<file path="src/rtl/riscv_muldiv_pkg.sv">
// Shared op/state encodings and operand-signedness helpers for the M-extension unit.
// Combinational helpers only; no latency or flow control lives here.
package riscv_muldiv_pkg;

    typedef enum logic [2:0] {
        OP_MUL    = 3'b000,
        OP_MULH   = 3'b001,
        OP_MULHSU = 3'b010,
        OP_MULHU  = 3'b011,
        OP_DIV    = 3'b100,
        OP_DIVU   = 3'b101,
        OP_REM    = 3'b110,
        OP_REMU   = 3'b111
    } muldiv_op_e;

    typedef enum logic [1:0] {
        IDLE = 2'd0,
        CALC = 2'd1,
        DONE = 2'd2
    } muldiv_state_e;

    function automatic logic is_signed_a(input muldiv_op_e op);
        return op inside {OP_MUL, OP_MULH, OP_MULHSU, OP_DIV, OP_REM};
    endfunction

    function automatic logic is_signed_b(input muldiv_op_e op);
        return op inside {OP_MUL, OP_MULH, OP_DIV, OP_REM};
    endfunction

    function automatic logic is_mul_op(input muldiv_op_e op);
        return op inside {OP_MUL, OP_MULH, OP_MULHSU, OP_MULHU};
    endfunction

    function automatic logic is_rem_op(input muldiv_op_e op);
        return op inside {OP_REM, OP_REMU};
    endfunction

endpackage

</file>
<file path="src/rtl/riscv_muldiv.sv">
// Radix-2 RV32M/RV64M mul/div; done DATA_W+1 cycles after accept (1 for div-by-zero/overflow).
// One op at a time: start is taken only while ready, busy stalls the pipe; flush/reset abort.
module riscv_muldiv
    import riscv_muldiv_pkg::*;
#(
    parameter int DATA_W = 32,
    parameter int TAG_W  = 5
) (
    input  logic              clk,
    input  logic              reset,
    input  logic              start,
    input  logic [2:0]        funct3,
    input  logic [DATA_W-1:0] src_a,
    input  logic [DATA_W-1:0] src_b,
    input  logic [TAG_W-1:0]  tag_in,
    input  logic              flush,
    output logic              ready,
    output logic              busy,
    output logic              done,
    output logic [DATA_W-1:0] result,
    output logic [TAG_W-1:0]  tag_out
);

    localparam int CNT_W = $clog2(DATA_W);
    localparam logic [DATA_W-1:0] MOST_NEG = {1'b1, {(DATA_W-1){1'b0}}};

    muldiv_state_e     state_q, state_d;
    muldiv_op_e        op_q, op_d;
    logic [TAG_W-1:0]  tag_q, tag_d;
    logic [TAG_W-1:0]  tag_out_q, tag_out_d;
    logic [DATA_W-1:0] acc_q, acc_d;
    logic [DATA_W-1:0] lo_q, lo_d;
    logic [DATA_W-1:0] m_q, m_d;
    logic [DATA_W-1:0] res_q, res_d;
    logic [DATA_W-1:0] result_q, result_d;
    logic              neg_q, neg_d;
    logic [CNT_W-1:0]  cnt_q, cnt_d;

    muldiv_op_e          op_in;
    logic                sign_a, sign_b;
    logic [DATA_W-1:0]   abs_a, abs_b;
    logic [DATA_W:0]     mul_sum, div_shift, div_diff;
    logic [DATA_W-1:0]   it_acc, it_lo;
    logic [2*DATA_W-1:0] prod;
    logic [DATA_W-1:0]   fin;

    assign op_in  = muldiv_op_e'(funct3);
    assign sign_a = is_signed_a(op_in) & src_a[DATA_W-1];
    assign sign_b = is_signed_b(op_in) & src_b[DATA_W-1];
    assign abs_a  = sign_a ? -src_a : src_a;
    assign abs_b  = sign_b ? -src_b : src_b;

    // acc/lo hold {product hi, multiplier} for multiply and {remainder, dividend/quotient} for divide
    always_comb begin
        mul_sum   = {1'b0, acc_q} + (lo_q[0] ? {1'b0, m_q} : {(DATA_W+1){1'b0}});
        div_shift = {acc_q, lo_q[DATA_W-1]};
        div_diff  = div_shift - {1'b0, m_q};
        if (is_mul_op(op_q)) begin
            it_acc = mul_sum[DATA_W:1];
            it_lo  = {mul_sum[0], lo_q[DATA_W-1:1]};
        end else if (!div_diff[DATA_W]) begin
            it_acc = div_diff[DATA_W-1:0];
            it_lo  = {lo_q[DATA_W-2:0], 1'b1};
        end else begin
            it_acc = div_shift[DATA_W-1:0];
            it_lo  = {lo_q[DATA_W-2:0], 1'b0};
        end
        prod = neg_q ? -{it_acc, it_lo} : {it_acc, it_lo};
        case (op_q)
            OP_MUL:                       fin = prod[DATA_W-1:0];
            OP_MULH, OP_MULHSU, OP_MULHU: fin = prod[2*DATA_W-1:DATA_W];
            OP_DIV, OP_DIVU:              fin = neg_q ? -it_lo : it_lo;
            default:                      fin = neg_q ? -it_acc : it_acc;
        endcase
    end

    always_comb begin
        state_d   = state_q;
        op_d      = op_q;
        tag_d     = tag_q;
        tag_out_d = tag_out_q;
        acc_d     = acc_q;
        lo_d      = lo_q;
        m_d       = m_q;
        res_d     = res_q;
        result_d  = result_q;
        neg_d     = neg_q;
        cnt_d     = cnt_q;
        case (state_q)
            IDLE: begin
                if (start && !flush) begin
                    op_d  = op_in;
                    tag_d = tag_in;
                    cnt_d = CNT_W'(DATA_W-1);
                    m_d   = is_mul_op(op_in) ? abs_a : abs_b;
                    lo_d  = is_mul_op(op_in) ? abs_b : abs_a;
                    acc_d = '0;
                    neg_d = (is_rem_op(op_in) && !is_mul_op(op_in)) ? sign_a : (sign_a ^ sign_b);
                    if (!is_mul_op(op_in) && src_b == '0) begin
                        res_d   = is_rem_op(op_in) ? src_a : '1;
                        state_d = DONE;
                    end else if (op_in inside {OP_DIV, OP_REM} && src_a == MOST_NEG && src_b == '1) begin
                        res_d   = is_rem_op(op_in) ? '0 : src_a;
                        state_d = DONE;
                    end else begin
                        state_d = CALC;
                    end
                end
            end
            CALC: begin
                if (flush) begin
                    state_d = IDLE;
                end else begin
                    acc_d = it_acc;
                    lo_d  = it_lo;
                    cnt_d = cnt_q - 1'b1;
                    if (cnt_q == '0) begin
                        res_d   = fin;
                        state_d = DONE;
                    end
                end
            end
            default: begin
                state_d = IDLE;
                if (!flush) begin
                    result_d  = res_q;
                    tag_out_d = tag_q;
                end
            end
        endcase
    end

    always_ff @(posedge clk) begin
        if (reset) begin
            state_q   <= IDLE;
            op_q      <= OP_MUL;
            tag_q     <= '0;
            tag_out_q <= '0;
            acc_q     <= '0;
            lo_q      <= '0;
            m_q       <= '0;
            res_q     <= '0;
            result_q  <= '0;
            neg_q     <= 1'b0;
            cnt_q     <= '0;
        end else begin
            state_q   <= state_d;
            op_q      <= op_d;
            tag_q     <= tag_d;
            tag_out_q <= tag_out_d;
            acc_q     <= acc_d;
            lo_q      <= lo_d;
            m_q       <= m_d;
            res_q     <= res_d;
            result_q  <= result_d;
            neg_q     <= neg_d;
            cnt_q     <= cnt_d;
        end
    end

    // A flush or reset landing in the DONE cycle hides that op entirely
    logic show_done;
    assign show_done = (state_q == DONE) && !flush && !reset;

    assign ready   = (state_q == IDLE);
    assign busy    = (state_q != IDLE);
    assign done    = show_done;
    assign result  = show_done ? res_q : result_q;
    assign tag_out = show_done ? tag_q : tag_out_q;

endmodule

</file>
<file path="config.mk">
export PLATFORM = sky130hd
export DESIGN_NAME = riscv_muldiv
export DESIGN_NICKNAME = d
export VERILOG_FILES = /design/src/rtl/riscv_muldiv_pkg.sv /design/src/rtl/riscv_muldiv.sv
export SDC_FILE = /design/constraint.sdc
export NUM_CORES = 1
export LEC_CHECK = 0
export CAP_MARGIN = 20
export CORE_MARGIN = 8
export CORE_UTILIZATION = 55
export CTS_BUF_LIST = sky130_fd_sc_hd__clkbuf_8
export DETAILED_ROUTE_END_ITERATION = 7
export PLACE_DENSITY_LB_ADDON = 0.15
export SLEW_MARGIN = 20
export SYNTH_ARGS = -nofsm -noshare
export SYNTH_HDL_FRONTEND = slang
export SYNTH_SLANG_ARGS = --single-unit
</file>
<file path="constraint.sdc">
create_clock -name clk -period 16.07 [get_ports clk]
set_input_delay 3.214 -clock clk [delete_from_list [all_inputs] [get_ports clk]]
set_output_delay 3.214 -clock clk [all_outputs]
set_load 0.03 [all_outputs]
</file>
---- Word level (Yosys, flattened, before mapping) ----
Index checks and enable logic that the tools add are counted.
storage, ports and cells
  register bits after elaboration ......... 181
  output and inout bits ................... 40
  word-level logic and storage cells ...... 114
  input port bits ......................... 76
cells by class
  muxes and demuxes ....................... 39
  reductions and logical operators ........ 31
  equality and inequality tests ........... 20
  bitwise gates (word level) .............. 5
  add/subtract/negate cells ............... 8
operators by type and width
  cell                  count
  $mux 32               22
  $pmux 32 s2           3
  $neg 32->32           4
  $pmux 32 s3           1
  $eq 32x32->1 const B  2
  $mux 64               1
  $neg 64->64           1
  $add 32x32->33        1
  $sub 33x32->33        1
  $logic_not 32->1      1
  $eq 3x3->1 const B    5
  $mux 5                3
  $eq 3x2->1 const B    4
  $reduce_bool 4->1     3
  $mux 2                5
  $pmux 5 s2            1
  $reduce_bool 2->1     4
  $logic_and 1x1->1     7
  $eq 3x1->1 const B    2
  $logic_not 3->1       2
  $reduce_and 2->1      3
  $logic_not 5->1       1
  $reduce_and 5->1      1
  $reduce_bool 5->1     1
  other kinds (17)      24

---- Depth between registers and ports, before layout ----
Gate-level depths: netlist (run 1).
  word-level depth ........................ 9
  mapped depth ............................ 27
  gate-level depth less buffers ........... 22

---- Worst setup path after synthesis (run 1) ----
Ideal clock, no wire load.
  kind .................................... input to output
  start ................................... input port reset
  end ..................................... output port result[26]
  data required time ...................... 12,856 ps
  arrival ................................. 5,005 ps
  setup slack ............................. 7,851 ps
  stages .................................. 5
  path buffers ............................ 3
  cells stage by stage .................... clkbuf_1 > nor3_1 > clkbuf_1 > clkbuf_1 > mux2_2
between the ends
  word-level cells in the longest chain between the ends .. 3
ends and longest elaborated chain
  item               RTL line             text
  start, declared    riscv_muldiv.sv:10   input logic reset,
  $logic_not 1->1    riscv_muldiv.sv:163  assign show_done = (state_q == DONE) && !flush && !reset;
  $logic_and 1x1->1  riscv_muldiv.sv:163
  via done           riscv_muldiv.sv:19   output logic done,
  $mux 32            riscv_muldiv.sv:168  assign result = show_done ? res_q : result_q;
  end, declared      riscv_muldiv.sv:20   output logic [DATA_W-1:0] result,
The timed path passes the listed nets, and every way through them passes these cells.

---- Worst setup path after layout (run 1) ----
  start ................................... input port flush
  end ..................................... output port result[23]
between the ends
  word-level cells in the longest chain between the ends .. 4
ends and longest elaborated chain
  item                            RTL line             text
  start, declared                 riscv_muldiv.sv:16   input logic flush,
  $logic_not 1->1                 riscv_muldiv.sv:163
  $logic_and 1x1->1 (2 in a row)  riscv_muldiv.sv:163
  $mux 32                         riscv_muldiv.sv:168
Every way passes these cells.

==> impl_metrics.csv, run 1 <==
group,metric,value,unit
layout,synthToLayoutAreaGrowth,9.44,%
cts,numCtsBuffers,17,
setup_path,required,12.86,ns
setup_path,crit_path_end_kind,"output port",
setup_path,worst-setup-path-type,"primary input to output port",
floorplan,io_pins,116,
routing,firstDrtPassIters,8,
routing,ant_nets,0,
logic_synthesis,async_reset_ff_frac,0,
global_route,track_usage,0.364,
setup_path,worstPathArrival,5.86,ns
timing,finClkSkew,0.0293,ns
routing,vias,20100,
layout,fin_nets,2662,
timing,fin_setup_tns,0,ns
layout,drive_above_1_share,0.0681,
floorplan,die_y,196,um
cts,cts-resized-gates,0,
logic_synthesis,synth_edf_count,0,
routing,drt-total-wl,72200,um
cts,cts_buffer_depth,2,
placement,gp_congestion,1.00,
timing,worstMarginPinSlew,1.12,ns
cts,cts_num_sinks,181,
worst_hold_path,hp-class,"register to register",
logic_synthesis,syn_area,0.0177,mm^2
global_route,antenna_found_initial,2,
timing,min_period,9.07,ns
floorplan,initial_core_util,0.560,
layout,seqCellArea,0.00363,mm^2
logic_synthesis,synth_common_cells,"nand2_1, nor2_1, a21oi_1",
cts,cts_setup_buffers,0,
floorplan,dieArea,0.0382,mm^2
layout,multi_input_area,0.0132,mm^2
timing,whs,0.463,ns
logic_synthesis,yosys_warnings,0,
timing,fin_crit_sh,0.564,
routing,viasPerCell,6.87,
routing,drc,0,
logic_synthesis,synth_top_area_share,0.204,
logic_synthesis,synth_seq_cells,181,
timing,timing.fmax,110,MHz
global_route,grt_max_degree,84,
floorplan,die_width,196,um
logic_synthesis,synth_top_flop_cell,"dfxtp_1",
cts,holdBufCountCts,0,
global_route,grt_pass1_vias,18500,
logic_synthesis,yosysSeqAreaShare,0.204,
logic_synthesis,synth_nets,2671,
placement,hpwl,56300,um
logic_synthesis,yosysTopAreaCell,"dfxtp_1",
logic_synthesis,avgSynthCellArea,7.03,um^2
logic_synthesis,yosysMostFrequentCell,"nand2_1",
cts,h-tree-depth,4,
cts,cts_tree,"built",
floorplan,core,0.0316,mm^2
cts,clk_latency,0.51,ns
setup_path,cp-start-kind,"primary input",
logic_synthesis,synthTopCellsByArea,"dfxtp_1, nand2_1, a21oi_1",
routing,drt_iter0_drc,2768,
timing,final-hold-violation-count,0,
flow_run,maxCapViolCount,0,
power_and_ir_drop,p_leak,0.00727,uW
global_route,grt_pass1_wl,110000,um
run_status,status,"finished, final reports clean",
power_and_ir_drop,cellPowerDensity,68.8,mW/mm^2
timing,setup-violations-final,0,
routing,wl_per_cell,24.7,um
layout,num-fill-cells,2991,
layout,diodes,0,
global_route,grt_overflow,0,
setup_path,cp_max_fo,38,
cts,clkTransAtPathRegs,0.10,ns
power_and_ir_drop,worst_ir_drop_vdd,0.0531,mV
floorplan,rows,65,
timing,rsz0062_at_grt,"false",
placement,port_buffers,115,
logic_synthesis,syn_inst,2522,
logic_synthesis,ys_types,95,
timing,max_slew_margin,0.248,
timing,slew_violations,0,
cts,root_buffer,"clkbuf_8",
==> sequential cells by signal, summed over array words and instances, names as in the netlist <==
register,count
tag_out_q,5
m_q,32
res_q,32
tag_q,5
op_q,3
result_q,32
lo_q,32
cnt_q,5
state_q,2
acc_q,32
neg_q,1
==> through the flow <==
step	std cells	worst slack, ns	power [uW]	util	area [um^2]
5_1_grt	2926	6.88	1380	0.613	19400
2_1_floorplan	2522	7.85	805	-	17700
3_3_place_gp	2896	7.11	966	0.600	19000
3_5_place_dp	2896	7.03	973	0.600	19000
4_1_cts	2926	7.01	1310	0.613	19400
6_report	2926	7.00	1330	0.613	19400
==> power breakdown <==
group / total (uW) / internal (uW) / switching [uW]
Clock: 350 / 160 / 189
Combinational: 495 / 164 / 332
Sequential: 489 / 464 / 24.5
Total: 1330 / 789 / 545
==> routing by layer <==
metal / GRT usage / up-vias / share of wire
met4: 0.184 / 2 / 0.057
li1: - / 9228 / -
met1: 0.470 / 9436 / 0.40
met3: 0.0798 / 224 / 0.10
met2: 0.566 / 1217 / 0.44
met5: 0 / - / 0.00014
==> path summary, 6_finish.rpt <==
check | start | endpoint | slack, ns | cells past startpoint
max | flush | result[23] | 7.00 | 7
min | result_q[1]$_SDFFE_PP0P_ | result_q[1]$_SDFFE_PP0P_ | 0.46 | 2
max reg2reg | lo_q[31]$_SDFFE_PP0P_ | res_q[14]$_SDFFE_PP0P_ | 8.70 | 21
min reg2reg | result_q[1]$_SDFFE_PP0P_ | result_q[1]$_SDFFE_PP0P_ | 0.46 | 2
==> critical path: stages <==
cell and delay [ns]:
clkdlybuf4s50_1 0.54, nand2b_1 0.21, buf_4 0.26, nor3_2 0.14
buf_4 0.45, mux2_2 0.41, clkdlybuf4s50_1 0.61
==> cells in the final DEF (no fill, tap or decap), types with 22 or more instances in the layout <==
master,count
or3_1,28
dfxtp_1,178
nand4_1,42
mux2_2,46
inv_1,71
nand2_1,336
nor3_1,74
o21ai_0,151
nor4_1,22
xnor2_1,84
ha_1,71
mux2i_1,62
a21oi_1,240
and2_1,48
o31ai_1,26
nor2_1,254
nand3_1,53
a21o_1,30
xor2_1,56
clkdlybuf4s50_1,113
a31oi_1,23
a22oi_1,35
a211oi_1,43
buf_4,33
o211ai_1,70
==> logic make-up after synthesis <==
logic type | synth area share
and+or+nand+nor | 0.258
muxes | 0.0648
DFF | 0.204
xor gates and xnor gates | 0.0692
AOI/OAI and AO/OA | 0.295
buffers and inverters | 0.0538
adders and majority gates | 0.0558
==> layout make-up <==
class	count	share of cell area
clock inverter	12	0.00864
clock buffer	18	0.0128
sequential	181	0.187
multi-input combinational	2095	0.680
tap	402	0.0259
inverter	71	0.0137
timing repair buffer	147	0.0713
Note: power is estimated with default switching activity, not from simulation.
==> run 2: changes to the inputs <==
==> constraint.sdc (replaced) <==
create_clock -name clk -period 8.65 [get_ports clk]
set_input_delay 1.73 -clock clk [delete_from_list [all_inputs] [get_ports clk]]
set_output_delay 1.73 -clock clk [all_outputs]
set_load 0.03 [all_outputs]
==> run 2 against run 1 <==
Register-to-register slack worse by 6.7 ns. Count of clock-buffer cells in the layout down 1. Clock skew shrank 0.0046 ns. Via count up 1.3%. Largest cell class unchanged.
==> impl_metrics.csv, run 2 (synthesis gave the netlist of run 1 again) <==
group,metric,value,unit
setup_path,crit_path_end_kind,"register",
global_route,grt_overflow,0,
placement,hpwl,57400,um
cts,clk_latency,0.54,ns
routing,firstDrtPassIters,7,
layout,multi_input_area,0.0132,mm^2
layout,seqCellArea,0.00363,mm^2
power_and_ir_drop,comb_power_share,0.375,
cts,holdBufCountCts,0,
routing,ant_nets,0,
timing,worst_slack,2.03,ns
setup_path,worst-setup-path-type,"register to register",
layout,diodes,0,
timing,rsz0062_at_grt,"false",
routing,viasPerCell,6.95,
layout,drive_above_1_share,0.0681,
global_route,track_usage,0.380,
floorplan,rows,65,
power_and_ir_drop,p_sw_frac,0.423,
floorplan,die_y,196,um
global_route,grt_pass1_vias,18800,
power_and_ir_drop,internal_power,1430,uW
power_and_ir_drop,netSwitchingPower,1050,uW
power_and_ir_drop,clkPwrFrac,0.262,
layout,num-fill-cells,2926,
timing,slew_violations,0,
cts,root_buffer,"clkbuf_8",
setup_path,crit_chain,"inv_1 > ha_1 > inv_1 > fa_1 > a21o_1 > a221o_1 > a31oi_4 > a211o_1 > a21oi_1 > nor3_1 > ha_1 > nand2_1 > or2_2 > nor3_1 > nand3_1 > or4_1 > and2_1 > o31a_1 > nor2_1 > a32oi_1 > a221oi_1 > a21o_1",
floorplan,core,0.0316,mm^2
timing,final-hold-violation-count,0,
timing,setup-violations-final,0,
timing,worstMarginPinSlew,1.23,ns
cts,clkTransAtPathRegs,0.11,ns
routing,drt_iter0_drc,3187,
placement,gp_congestion,1.06,
timing,finClkSkew,0.0247,ns
power_and_ir_drop,p_leak,0.00728,uW
cts,numCtsBuffers,17,
power_and_ir_drop,power_frac_seq,0.363,
power_and_ir_drop,worst_ir_drop_vdd,0.109,mV
layout,final_cell_mix,"nand2_1, nor2_1, a21oi_1, dfxtp_1, o21ai_0",
setup_path,worst_path_max_delay_cell,"nor3_1",
timing,fin_crit_sh,0.765,
setup_path,critical_path.max_stage_delay,0.78,ns
placement,port_buffers,115,
placement,pre_cts_ws,2.34,ns
setup_path,cp-start-kind,"register",
setup_path,worstPathArrival,7.10,ns
cts,cts_num_sinks,181,
timing,min_period,6.62,ns
routing,drc,0,
timing,max_slew_margin,0.161,
timing,whs,0.459,ns
global_route,grt_max_degree,76,
cts,cts-resized-gates,0,
timing,timing.fmax,151,MHz
layout,synthToLayoutAreaGrowth,9.42,%
floorplan,initial_core_util,0.560,
timing,fin_setup_tns,0,ns
routing,vias,20400,
floorplan,dieArea,0.0382,mm^2
flow_run,maxCapViolCount,0,
cts,h-tree-depth,4,
floorplan,die_width,196,um
global_route,grt_pass1_wl,114000,um
cts,cts_buffer_depth,2,
worst_hold_path,hp-class,"register to register",
routing,drt-total-wl,75000,um
setup_path,cp_max_fo,10,
run_status,status,"finished, final reports clean",
layout,fin_nets,2664,
cts,cts_setup_buffers,0,
setup_path,required,9.13,ns
global_route,antenna_found_initial,4,
cts,cts_tree,"built",
layout,layout_commonest_cell,"nand2_1",
power_and_ir_drop,cellPowerDensity,128,mW/mm^2
routing,wl_per_cell,25.6,um
floorplan,io_pins,116,
-- run 2: worst paths after layout --
| path | startpoint | cells after the start | slack [ns] | endpoint |
|---|---|---|---|---|
| setup / recovery | lo_q[31]$_SDFFE_PP0P_ | 22 | 2.03 | res_q[18]$_SDFFE_PP0P_ |
| hold / removal | result_q[18]$_SDFFE_PP0P_ | 2 | 0.46 | result_q[18]$_SDFFE_PP0P_ |
| setup reg to reg | lo_q[31]$_SDFFE_PP0P_ | 22 | 2.03 | res_q[18]$_SDFFE_PP0P_ |
| hold reg to reg | result_q[18]$_SDFFE_PP0P_ | 2 | 0.46 | result_q[18]$_SDFFE_PP0P_ |
-- run 2: stage by stage --
step | cell area [um^2] | util | power [uW] | cells
floorplan | 17700 | - | 1500 | 2522
global placement | 19000 | 0.600 | 1790 | 2897
detailed placement | 19000 | 0.600 | 1800 | 2898
CTS | 19400 | 0.613 | 2430 | 2929
global route | 19400 | 0.613 | 2560 | 2929
finish | 19400 | 0.613 | 2480 | 2929
-- run 2: critical path, delay by kind of cell, from the launching register on --
| kind | cells | cell delay, ns |
|---|---|---|
| AOI/OAI and AO/OA | 9 | 2.54 |
| adders and majority gates | 3 | 0.90 |
| buffers and inverters | 2 | 0.12 |
| DFF | 1 | 0.37 |
| and+or+nand+nor | 8 | 2.61 |
-- run 2: layer usage --
layer  share of wire  GRT usage  routed length, um
met1            0.40      0.493              30100
met2            0.43      0.582              32300
met3            0.11     0.0963               8470
met4           0.055      0.182               4090
met5         0.00049          0                 37
-- run 2: cell type report --
cell class                 count  area share
tap                          402      0.0259
clock buffer                  17      0.0121
multi-input combinational   2095       0.680
timing repair buffer         149      0.0719
inverter                      71      0.0137
clock inverter                14     0.00890
sequential                   181       0.187
-- run 2: power groups by stage --
stage                     clock, uW  sequential (uW)  combinational (uW)
after CTS                       642              898                 888
after global routing            676              904                 982
after detailed placement          0              917                 884
after floorplan                   0              900                 595
after global placement            0              915                 876
final                           648              900                 929
